==> config.mk <==
export PLATFORM = sky130hd
export DESIGN_NAME = layer_scheduler
export DESIGN_NICKNAME = d
export VERILOG_FILES = /design/src/rtl/layer_scheduler.sv
export SDC_FILE = /design/constraint.sdc
export NUM_CORES = 1
export LEC_CHECK = 0
export ABC_CLOCK_PERIOD_IN_PS = 1800
export BUFFER_PORTS_ARGS = -buffer_cell sky130_fd_sc_hd__buf_4
export CORE_ASPECT_RATIO = 0.8
export CORE_MARGIN = 5
export CORE_UTILIZATION = 40
export CTS_BUF_LIST = sky130_fd_sc_hd__clkbuf_4
export CTS_CLUSTER_DIAMETER = 30
export DETAILED_ROUTE_END_ITERATION = 16
export GPL_ROUTABILITY_DRIVEN = 0
export SYNTH_ARGS = -nofsm -noshare
export SYNTH_HDL_FRONTEND = slang
export SYNTH_SLANG_ARGS = --single-unit
==> constraint.sdc <==
create_clock -name clk -period 1.8 [get_ports clk]
set_input_delay 0.09 -clock clk [delete_from_list [all_inputs] [get_ports clk]]
set_output_delay 0.09 -clock clk [all_outputs]
set_load 0.005 [all_outputs]
==> src/rtl/layer_scheduler.sv <==
// Batch sequencer: loads each image in turn, then starts every compute layer
// in order and waits for its done pulse before moving on.
module layer_scheduler #(
  parameter int IMAGE_NUM = 10,
  parameter int LAYER_NUM = 3,
  parameter int IDX_W     = 4
) (
  input  logic                 clk,
  input  logic                 rst_n,
  input  logic                 enable,
  input  logic                 abort,
  input  logic                 load_ack,
  input  logic [LAYER_NUM-1:0] layer_calc_fin,
  output logic                 load_req,
  output logic [LAYER_NUM-1:0] layer_start,
  output logic [IDX_W-1:0]     image_idx,
  output logic [2:0]           layer_idx,
  output logic                 busy,
  output logic                 batch_done,
  output logic                 err_fin
);

  localparam logic [2:0] S_IDLE  = 3'd0;
  localparam logic [2:0] S_LOAD  = 3'd1;
  localparam logic [2:0] S_START = 3'd2;
  localparam logic [2:0] S_WAIT  = 3'd3;
  localparam logic [2:0] S_NEXT  = 3'd4;
  localparam logic [2:0] S_DONE  = 3'd5;

  localparam logic [2:0]       LAST_LAYER = 3'(LAYER_NUM - 1);
  localparam logic [IDX_W-1:0] LAST_IMAGE = IDX_W'(IMAGE_NUM - 1);

  logic [2:0]           state_reg;
  logic [2:0]           state_next;
  logic [IDX_W-1:0]     image_next;
  logic [2:0]           layer_next;
  logic                 err_next;
  logic [LAYER_NUM-1:0] cur_mask;
  logic [LAYER_NUM-1:0] start_next;
  logic                 fin_hit;
  logic                 fin_bad;

  // cur_mask selects the layer being waited on; start_next is the registered pulse.
  genvar gi;
  generate
    for (gi = 0; gi < LAYER_NUM; gi++) begin : g_mask
      assign cur_mask[gi]   = (layer_idx == 3'(gi));
      assign start_next[gi] = (state_next == S_START) && (layer_next == 3'(gi));
    end
  endgenerate

  assign fin_hit = (state_reg == S_WAIT) && |(layer_calc_fin & cur_mask);
  assign fin_bad = (state_reg == S_WAIT) ? |(layer_calc_fin & ~cur_mask)
                                         : |layer_calc_fin;

  always_comb begin
    state_next = state_reg;
    image_next = image_idx;
    layer_next = layer_idx;
    err_next   = err_fin;
    if (abort) begin
      state_next = S_IDLE;
      image_next = '0;
      layer_next = '0;
    end else begin
      case (state_reg)
        S_IDLE: begin
          if (enable) begin
            state_next = S_LOAD;
            image_next = '0;
            layer_next = '0;
            err_next   = 1'b0;
          end
        end
        S_LOAD:  if (load_ack) state_next = S_START;
        S_START: state_next = S_WAIT;
        S_WAIT: begin
          if (fin_hit) begin
            if (layer_idx == LAST_LAYER) begin
              state_next = S_NEXT;
            end else begin
              layer_next = layer_idx + 3'd1;
              state_next = S_START;
            end
          end
        end
        S_NEXT: begin
          layer_next = '0;
          if (image_idx == LAST_IMAGE) begin
            state_next = S_DONE;
          end else begin
            image_next = image_idx + IDX_W'(1);
            state_next = S_LOAD;
          end
        end
        S_DONE:  state_next = S_IDLE;
        default: state_next = S_IDLE;
      endcase
    end
    // A stray done pulse is flagged even when the expected bit also advances the FSM.
    if (fin_bad) err_next = 1'b1;
  end

  // Outputs are decoded from the next state so each one comes straight off a flop.
  always_ff @(posedge clk or negedge rst_n) begin
    if (!rst_n) begin
      state_reg   <= S_IDLE;
      image_idx   <= '0;
      layer_idx   <= '0;
      err_fin     <= 1'b0;
      load_req    <= 1'b0;
      layer_start <= '0;
      busy        <= 1'b0;
      batch_done  <= 1'b0;
    end else begin
      state_reg   <= state_next;
      image_idx   <= image_next;
      layer_idx   <= layer_next;
      err_fin     <= err_next;
      load_req    <= (state_next == S_LOAD);
      layer_start <= start_next;
      busy        <= (state_next != S_IDLE);
      batch_done  <= (state_next == S_DONE);
    end
  end

endmodule

======== Word-level counts from Yosys, hierarchy flattened ========
Index checks and enable logic that the tools add are counted.
word-level totals
  logic and storage cells ................. 65
  input port bits ......................... 8
  output and inout port bits .............. 14
  flip-flop bits (word level) ............. 17
cells by class
  reduce and logical (&&, ||, !) cells .... 16
  add/sub/neg operators ................... 2
  mux-type cells .......................... 21
  bitwise logic cells ..................... 3
  equal/unequal tests ..................... 15
operator list
  kind                                           count
  2-to-1 mux 3 bit                               10
  == test 3 x 2 -> 1 bit, second input constant  5
  one-hot mux 3 bit (5 select lines)             1
  == test 3 x 1 -> 1 bit, second input constant  4
  2-to-1 mux 4 bit                               3
  zero test 3 bit                                3
  one-hot mux 3 bit (3 select lines)             1
  OR reduction 3 bit                             3
  one-hot mux 4 bit (2 select lines)             1
  AND 3 bit                                      2
  == test 3 bit, second input constant           2
  != test 3 bit, second input constant           2
  AND reduction 3 bit                            2
  nonzero test 3 bit                             2
  2-to-1 mux 1 bit                               5
  adder 4 x 1 -> 4 bit, second input constant    1
  == test 4 bit, second input constant           1
  logical AND 1 bit                              4
  nonzero test 2 bit                             2
  adder 3 x 1 -> 3 bit, second input constant    1
  NOT 3 bit                                      1
  != test 2 x 1 -> 1 bit, second input constant  1

======== Longest topological paths before layout ========
Gate-level depths: netlist of run 1.
  depth after elaboration ................. 9
  gate-level depth with buffers ........... 8
  mapped depth without buffers ............ 8

======== Least setup slack after synthesis of run 1 ========
No wires, ideal clock.
  path kind ............................... reg2reg
  start point ............................. register layer_idx[0]
  end point ............................... register layer_start[2]
  required time ........................... 1704 ps
  setup slack ............................. 38 ps
  path buffers ............................ 0
  setup time .............................. 96 ps
  cell stages (with the launch flop) ...... 7
  data arrival time ....................... 1666 ps
  clock period less this slack ............ 1762 ps
  cell sequence ........................... dfrtp_1 -> inv_1 -> ha_1 -> nand2_1 -> a211oi_1 -> mux2_2 -> nor4_2
on the way
  word-level cells in the longest chain between the ends .. 9
  elaborated cells on any way between the ends .. 19
  those cells by class .................... add/sub: 1; eq/ne: 4; mux: 9; bitwise: 1; reduce/logical: 4
RTL lines
  item                                                                                             line  RTL
  from (decl)                                                                                      17    output logic [2:0] layer_idx,
  from (signal assigned)                                                                           118   layer_idx <= layer_next;
  == test 3 x 1 -> 1 bit (tied with other cells)                                                   47    assign cur_mask[gi] = (layer_idx == 3'(gi));
  AND 3 bit                                                                                        52    assign fin_hit = (state_reg == S_WAIT) && |(layer_calc_fin & cur_mask);
  OR reduction 3 bit                                                                               52
  logical AND 1 bit                                                                                52
  2-to-1 mux 3 bit                                                                                 78    if (fin_hit) begin
  one-hot mux 3 bit (5 select lines) / one-hot mux 3 bit (3 select lines) (equally long branches)  66    case (state_reg)
  2-to-1 mux 3 bit                                                                                 61    if (abort) begin
  == test 3 x 2 -> 1 bit                                                                           48    assign start_next[gi] = (state_next == S_START) && (layer_next == 3'(gi));
  logical AND 1 bit *                                                                              48
  via start_next[2]                                                                                39    logic [LAYER_NUM-1:0] start_next;
  to (signal assigned)                                                                             121   layer_start <= start_next;
  to (decl)                                                                                        15    output logic [LAYER_NUM-1:0] layer_start,
The timed path passes the listed nets; every way through them passes the cells marked *.
A chain may end at the register's enable or synchronous reset.

======== Worst setup path after layout of run 1 ========
  start point ............................. register layer_idx[0]
  end point ............................... register layer_start[2]
on the way
  word-level cells in the longest chain between the ends .. 9
  elaborated cells on any way between the ends .. 19
  those cells by class .................... add/sub: 1; eq/ne: 4; mux: 9; bitwise: 1; reduce/logical: 4
RTL lines
  item                                            line  RTL
  == test 3 x 1 -> 1 bit (tied with other cells)  47
  AND 3 bit                                       52
  OR reduction 3 bit                              52
  logical AND 1 bit                               52
  2-to-1 mux 3 bit *                              78
  one-hot mux 3 bit (5 select lines) *            66
  2-to-1 mux 3 bit *                              61
  via state_next[1]                               34    logic [2:0] state_next;
  == test 3 x 2 -> 1 bit *                        48
  logical AND 1 bit *                             48
  via start_next[2]                               39
Marked as above.

==> results of run 1 <==
-- final cells by class --
cell class                      count  area [sq um]
Clock buffer                        4          30.0
Fill cell                         232          1020
Inverter                            9          36.3
Multi-Input combinational cell     82           666
Sequential cell                    17           427
Tap cell                           36          45.0
Timing Repair Buffer               34           258
-- power by group through the flow --
stage	combinational, mW	sequential [mW]	clock, mW
6_report	0.143	0.406	0.220
5_1_grt	0.157	0.407	0.243
4_1_cts	0.130	0.405	0.226
3_5_place_dp	0.128	0.413	0
3_3_place_gp	0.127	0.413	0
2_1_floorplan	0.0629	0.413	0
-- synth_stat cells, drive strengths merged (3+ instances only) --
cell,count
dfrtp,17
nor2,15
o21ai,10
inv,9
nand2,7
a21oi,6
ha,6
nand3,3
nand3b,3
-- cells by family (layout without fill, tap and decap cells) --
| kind of cell | Yosys count | after routing | synth area share [%] |
|---|---|---|---|
| buffers and inverters | 12 | 47 | 5.08 |
| adder cells (fa/ha/maj) | 6 | 6 | 7.09 |
| flip-flops | 17 | 17 | 40.2 |
| AO/OA/AOI/OAI | 27 | 27 | 17.0 |
| AND/OR/NAND/NOR | 47 | 47 | 28.6 |
| multiplexers | 2 | 2 | 2.01 |
-- per-stage QoR --
step | util [%] | setup slack [ns] | power [mW] | instances | hold slack, ns
6_report | 58.9 | -0.0165 | 0.769 | 182 | 0.0560
5_1_grt | 58.9 | -0.0868 | 0.807 | 182 | 0.0566
4_1_cts | 54.5 | 0.00285 | 0.761 | 179 | 0.0419
3_5_place_dp | 52.7 | -0.0145 | 0.540 | 174 | -0.0292
3_3_place_gp | 52.7 | 0.0252 | 0.540 | 174 | -0.0303
2_1_floorplan | - | 0.0385 | 0.476 | 111 | -0.206
-- per-layer routing --
metal | track usage (%) | vias up | wire length (um)
met4 | 2.60 | 0 | 15
li1 | - | 464 | -
met2 | 19.7 | 15 | 1190
met5 | 0 | - | 0
met1 | 17.4 | 446 | 1120
met3 | 4.65 | 2 | 87
-- worst max-delay path, delay by kind of cell (launching register included) --
kind,cells,cell delay [ns]
flip-flops,1,0.44
AND/OR/NAND/NOR,2,0.40
buffers and inverters,1,0.06
AO/OA/AOI/OAI,3,0.66
adder cells (fa/ha/maj),1,0.15
-- worst paths after layout --
path | from | end | depth (start not counted)
worst max-delay path | layer_idx[0] | layer_start[2] | 7
worst min-delay path | abort | image_idx[2] | 2
worst max register to register | layer_idx[0] | layer_start[2] | 7
worst min register to register | err_fin | err_fin | 2
max in group asynchronous | rst_n | layer_idx[0] | 2
min in group asynchronous | rst_n | image_idx[2] | 2
-- timing repair --
| action | CTS | global route |
|---|---|---|
| resized for setup | 1 | 18 |
| setup buffers | 0 | 3 |
| pin swaps | 1 | 7 |
| hold endpoints to repair | 17 | 0 |
| endpoints found under the setup margin | 1 | 7 |
| hold buffers | 1 | 0 |
==> results.md, run 1 <==
- Status: complete, but fails checks
- Failing checks: negative setup slack
- Setup_tns: -0.0165 ns
- Leakage power: 0.699 nW
- Combinational group share of total power: 18.6%
- Clk_lat worst skew: 0.29 ns
- Crit path time final: 1.82 ns
- Vias: 927
- FF-to-FF setup slack: -0.02 ns
- Switching share of power: 27.0%
- Diode count: 0
- Slew @ Worst Pin: 0.320 ns
- Layout cell share with drive strength beyond 1: 41.8%
- Row Count: 16
- Syn nets: 125
- Max_slew headroom: 78.4%
- CP Capture Type: flip-flop
- Post-Synthesis Cells: 111
- Area Overhead vs Synth: 38.1%
- Internal Dissipation: 561 uW
- Port buffer count: 21
- Crit-path max FO: 4
- Initial antenna violation count: 0
- Worst hold path type: input pin to flip-flop
- CP arrival: 2.02 ns
- Boundary Pins: 22
- Die width: 67.5 um
- Vias/cell: 5.09
- Final setup vio count: 1
- Vias in the first global route: 805
- Chip Height: 56.0 um
- Post-Syn Area: 1060 sq um
- Dpl hpwl: 1750 um
- RSZ-0062 raised after global routing: yes
- PD cells: 526 nW/um^2
- Worst-path cell chain: inv_4 > ha_4 > a22oi_2 > o211ai_1 > a21oi_2 > nand4bb_4 > nor4_4
- Clk_skew: 0.00193 ns
- Initial Util: 42.6%
- Final hold violation count: 0
- First-pass GRT wire length: 3740 um
- Ys flop type: dfrtp_1
- Placed Area: 1310 sq um
- Fin. max-slew vios: 0
- Fin area: 1460 sq um
- CTS Buffer Depth: 2
- Clock tree sinks: 17
- Most common cell after layout, fill and taps aside: buf_4
- Tcrit/Tclk final: 101%
- Max cap viols: 0
- Max stage delay cell, worst path: dfrtp_2
- CTS tree: yes
- YS warnings: 0
- VDD IR-drop max: 0.386 mV
- Number of synthesized flops with an enable pin: 0
- Setup ws final: -0.0165 ns
- Synth async-reset ratio: 100%
- CP required: 2.00 ns
- Startpoint class of the critical path: flip-flop
- DR iter-0 viols: 28
- Most frequent cells in the layout: buf_4 (33), dfrtp_1 (16), nor2_1 (12)
- Slowest stage delay, CP: 0.44 ns
- Largest Register: image_idx
- Crit Path Category: flip-flop to flip-flop
- Top post-synthesis cells by area: dfrtp_1 (40%), ha_1 (7.1%), nor2_1 (5.0%), o21ai_1 (2.8%), inv_1 (2.8%)
- Die footprint: 3780 sq um
- Reg clk slew, reported paths: 0.10 ns
- Peak Freq: 550 MHz
- Largest net degree at the start of global routing: 18
- Area leader, netlist: dfrtp_1
- Synthesized flop and latch total: 17
- Max H-tree Level: 1
- Sequential share of the synthesized area: 40.2%
- Cell chosen for the clock root: clkbuf_4
- GRT Resource Usage Total: 12.9%
- Syn_area_per_cell: 9.54 sq um
- DRT Pass-1 Iters: 4
- Layout Nets: 161
- Routed WL: 2420 um
- Post-synth cell types: 42
- Total gr overflow: 0
- Core area: 2480 sq um
- Antenna Nets Post-Route: 0
- # DRC: 0
- Share of the synthesized area in the top cell type: 40.2%
- Clock power frac: 28.7%
- Reg power frac: 52.8%
- Drt wl/cell: 13.3 um
- Num CTS Buffers: 3
- Largest register FFs: 4
- Switching Power: 208 uW
Note: power is estimated with default switching activity, not from simulation.
==> run 2, diff against run 1 <==
--- a/config.mk
+++ b/config.mk
@@ -6,13 +6,13 @@
 export NUM_CORES = 1
 export LEC_CHECK = 0
 export ABC_CLOCK_PERIOD_IN_PS = 1800
-export BUFFER_PORTS_ARGS = -buffer_cell sky130_fd_sc_hd__buf_4
 export CORE_ASPECT_RATIO = 0.8
 export CORE_MARGIN = 5
 export CORE_UTILIZATION = 40
 export CTS_BUF_LIST = sky130_fd_sc_hd__clkbuf_4
 export CTS_CLUSTER_DIAMETER = 30
 export DETAILED_ROUTE_END_ITERATION = 16
+export DONT_BUFFER_PORTS = 1
 export GPL_ROUTABILITY_DRIVEN = 0
 export SYNTH_ARGS = -nofsm -noshare
 export SYNTH_HDL_FRONTEND = slang
==> run 2 against run 1 <==
Against the previous run: the flow still finishes with violations (negative setup slack); flip-flop and latch count unchanged; clock power decreased by 2%; via count is 6.7% lower; wire length fell by 2.8%; non-clock buffer count is 13 lower; utilization fell by 3.2 points; critical path type unchanged; highest routed layer unchanged.
==> results.md, run 2 (synthesized netlist as in run 1, its figures left out) <==
- Status: complete, but fails checks
- Failing checks: negative setup slack
- CP required: 1.97 ns
- Max_slew headroom: 48.3%
- Crit path top cell by count: buf_4
- Tcrit/Tclk final: 100%
- GRT Resource Usage Total: 13.3%
- Leakage power: 0.625 nW
- Slowest stage delay, CP: 0.40 ns
- Hold_sp: enable
- Vias: 865
- Reg-to-reg startpoint: layer_idx[1]
- Crit path time final: 1.81 ns
- Initial antenna violation count: 0
- Diode count: 0
- Largest net degree at the start of global routing: 18
- DR iter-0 viols: 56
- Slew @ Worst Pin: 0.772 ns
- Non-Filler Instances: 169
- Largest Register: image_idx
- Reg power frac: 54.0%
- Clk_skew: 0.00106 ns
- Largest register FFs: 4
- Setup ws final: -0.00889 ns
- Total gr overflow: 0
- Die width: 67.5 um
- DRT Pass-1 Iters: 4
- PD cells: 544 nW/um^2
- Dpl hpwl: 1700 um
- CP Capture Type: flip-flop
- Most common cell after layout, fill and taps aside: dfrtp_1
- Vias in the first global route: 841
- Hold endpoint: err_fin
- CTS tree: yes
- VDD IR-drop max: 0.412 mV
- Clock power frac: 28.7%
- R2r endpoint: layer_start[2]
- First-pass GRT wire length: 3860 um
- Row Count: 16
- Worst Hold Path Cells: 3
- Combinational group share of total power: 17.3%
- Max stage delay cell, worst path: dfrtp_1
- Max cap viols: 0
- Routed WL: 2350 um
- Area Overhead vs Synth: 30.6%
- Final setup vio count: 1
- Reg clk slew, reported paths: 0.09 ns
- Switching Power: 196 uW
- R2R depth: 7
- Clk_lat worst skew: 0.28 ns
- Final hold violation count: 0
- Pre-CTS WS: -0.0430 ns
- Antenna Nets Post-Route: 0
- Worst-path cell chain: buf_4 > ha_2 > buf_4 > nor4_4 > mux2i_1 > and2_4 > nor4_2
- CTS Buffer Depth: 2
- Layout Nets: 148
- Core area: 2480 sq um
- CP arrival: 1.98 ns
- Switching share of power: 26.1%
- RSZ-0062 raised after global routing: yes
- Internal Dissipation: 556 uW
- Port buffer count: 0
- Crit Path Category: flip-flop to flip-flop
- Overall power: 752 uW
- Die footprint: 3780 sq um
- Placed insts: 154
- Boundary Pins: 22
- Peak Freq: 553 MHz
- Vias/cell: 5.12
- Layout cell share with drive strength beyond 1: 33.1%
- Most frequent cells in the layout: dfrtp_1 (17), buf_4 (12), nor2_1 (11)
- Startpoint class of the critical path: flip-flop
- Fin. max-slew vios: 0
- Num CTS Buffers: 3
- Cell chosen for the clock root: clkbuf_4
- Clock tree sinks: 17
- Drt wl/cell: 13.9 um
- # DRC: 0
- Chip Height: 56.0 um
- Worst hold path type: input pin to flip-flop
- Max H-tree Level: 1
- Crit-path max FO: 4
- FF-to-FF setup slack: -0.009 ns
- Initial Util: 42.6%
==> run 2: changes by cell type in the layout (fill, tap and decap cells not counted), sizes merged <==
cell,change
dlygate4sd3,+6
buf,-19
==> run 2: worst max-delay path by stage <==
stage | start | to | cells after the start | slack, ns
after global placement | layer_idx[0] | layer_start[0] | 7 | 0.01
after global routing | layer_idx[0] | layer_start[2] | 6 | -0.08
final | layer_idx[1] | layer_start[2] | 7 | -0.009
after detailed placement | layer_idx[0] | layer_start[0] | 6 | -0.04
after floorplan | layer_idx[0] | layer_start[2] | 6 | 0.04
after CTS | layer_idx[0] | layer_start[0] | 7 | -0.01
==> run 2: cell type report <==
| type | count | area [sq um] |
|---|---|---|
| multi-input combinational | 82 | 666 |
| timing repair buffer | 21 | 183 |
| fill | 227 | 1100 |
| clock buffer | 4 | 30.0 |
| inverter | 9 | 33.8 |
| sequential | 17 | 425 |
| tap | 36 | 45.0 |
==> run 2: repair_timing <==
action	4_1_cts	5_1_grt
gates resized for setup	3	17
hold endpoints to repair	26	2
endpoints found under the setup margin	2	7
hold buffers	6	1
setup buffers	2	2
pin swaps	2	8
==> run 2: metal layers <==
metal	track usage (%)	part of all wire, %
met4	2.60	0.72
met5	0	0
met3	5.86	7.4
met2	20.8	47
met1	16.9	45
==> run 2: power by group through the flow <==
stage / registers (mW) / logic, mW / clock network (mW)
finish: 0.406 / 0.130 / 0.216
global route: 0.409 / 0.142 / 0.244
CTS: 0.407 / 0.117 / 0.224
detailed placement: 0.415 / 0.0893 / 0
global placement: 0.415 / 0.0879 / 0
floorplan: 0.413 / 0.0629 / 0
==> run 2: worst max-delay path, delay by kind of cell (launching register included) <==
| kind | cells | cell delay (ns) |
|---|---|---|
| and+or+nand+nor | 3 | 0.51 |
| DFF | 1 | 0.40 |
| buffers and inverters | 2 | 0.30 |
| muxes | 1 | 0.28 |
| adders and majority gates | 1 | 0.20 |
==> run 2: metrics by stage <==
step / hold slack, ns / cell area, sq um / utilization (%) / TNS (ns)
5_1_grt: 0.0403 / 1380 / 55.7 / -0.301
3_3_place_gp: -0.205 / 1160 / 46.7 / 0
4_1_cts: 0.0126 / 1290 / 52.0 / -0.0203
3_5_place_dp: -0.205 / 1160 / 46.7 / -0.0658
2_1_floorplan: -0.206 / 1060 / - / 0
6_report: 0.0105 / 1380 / 55.7 / -0.00889
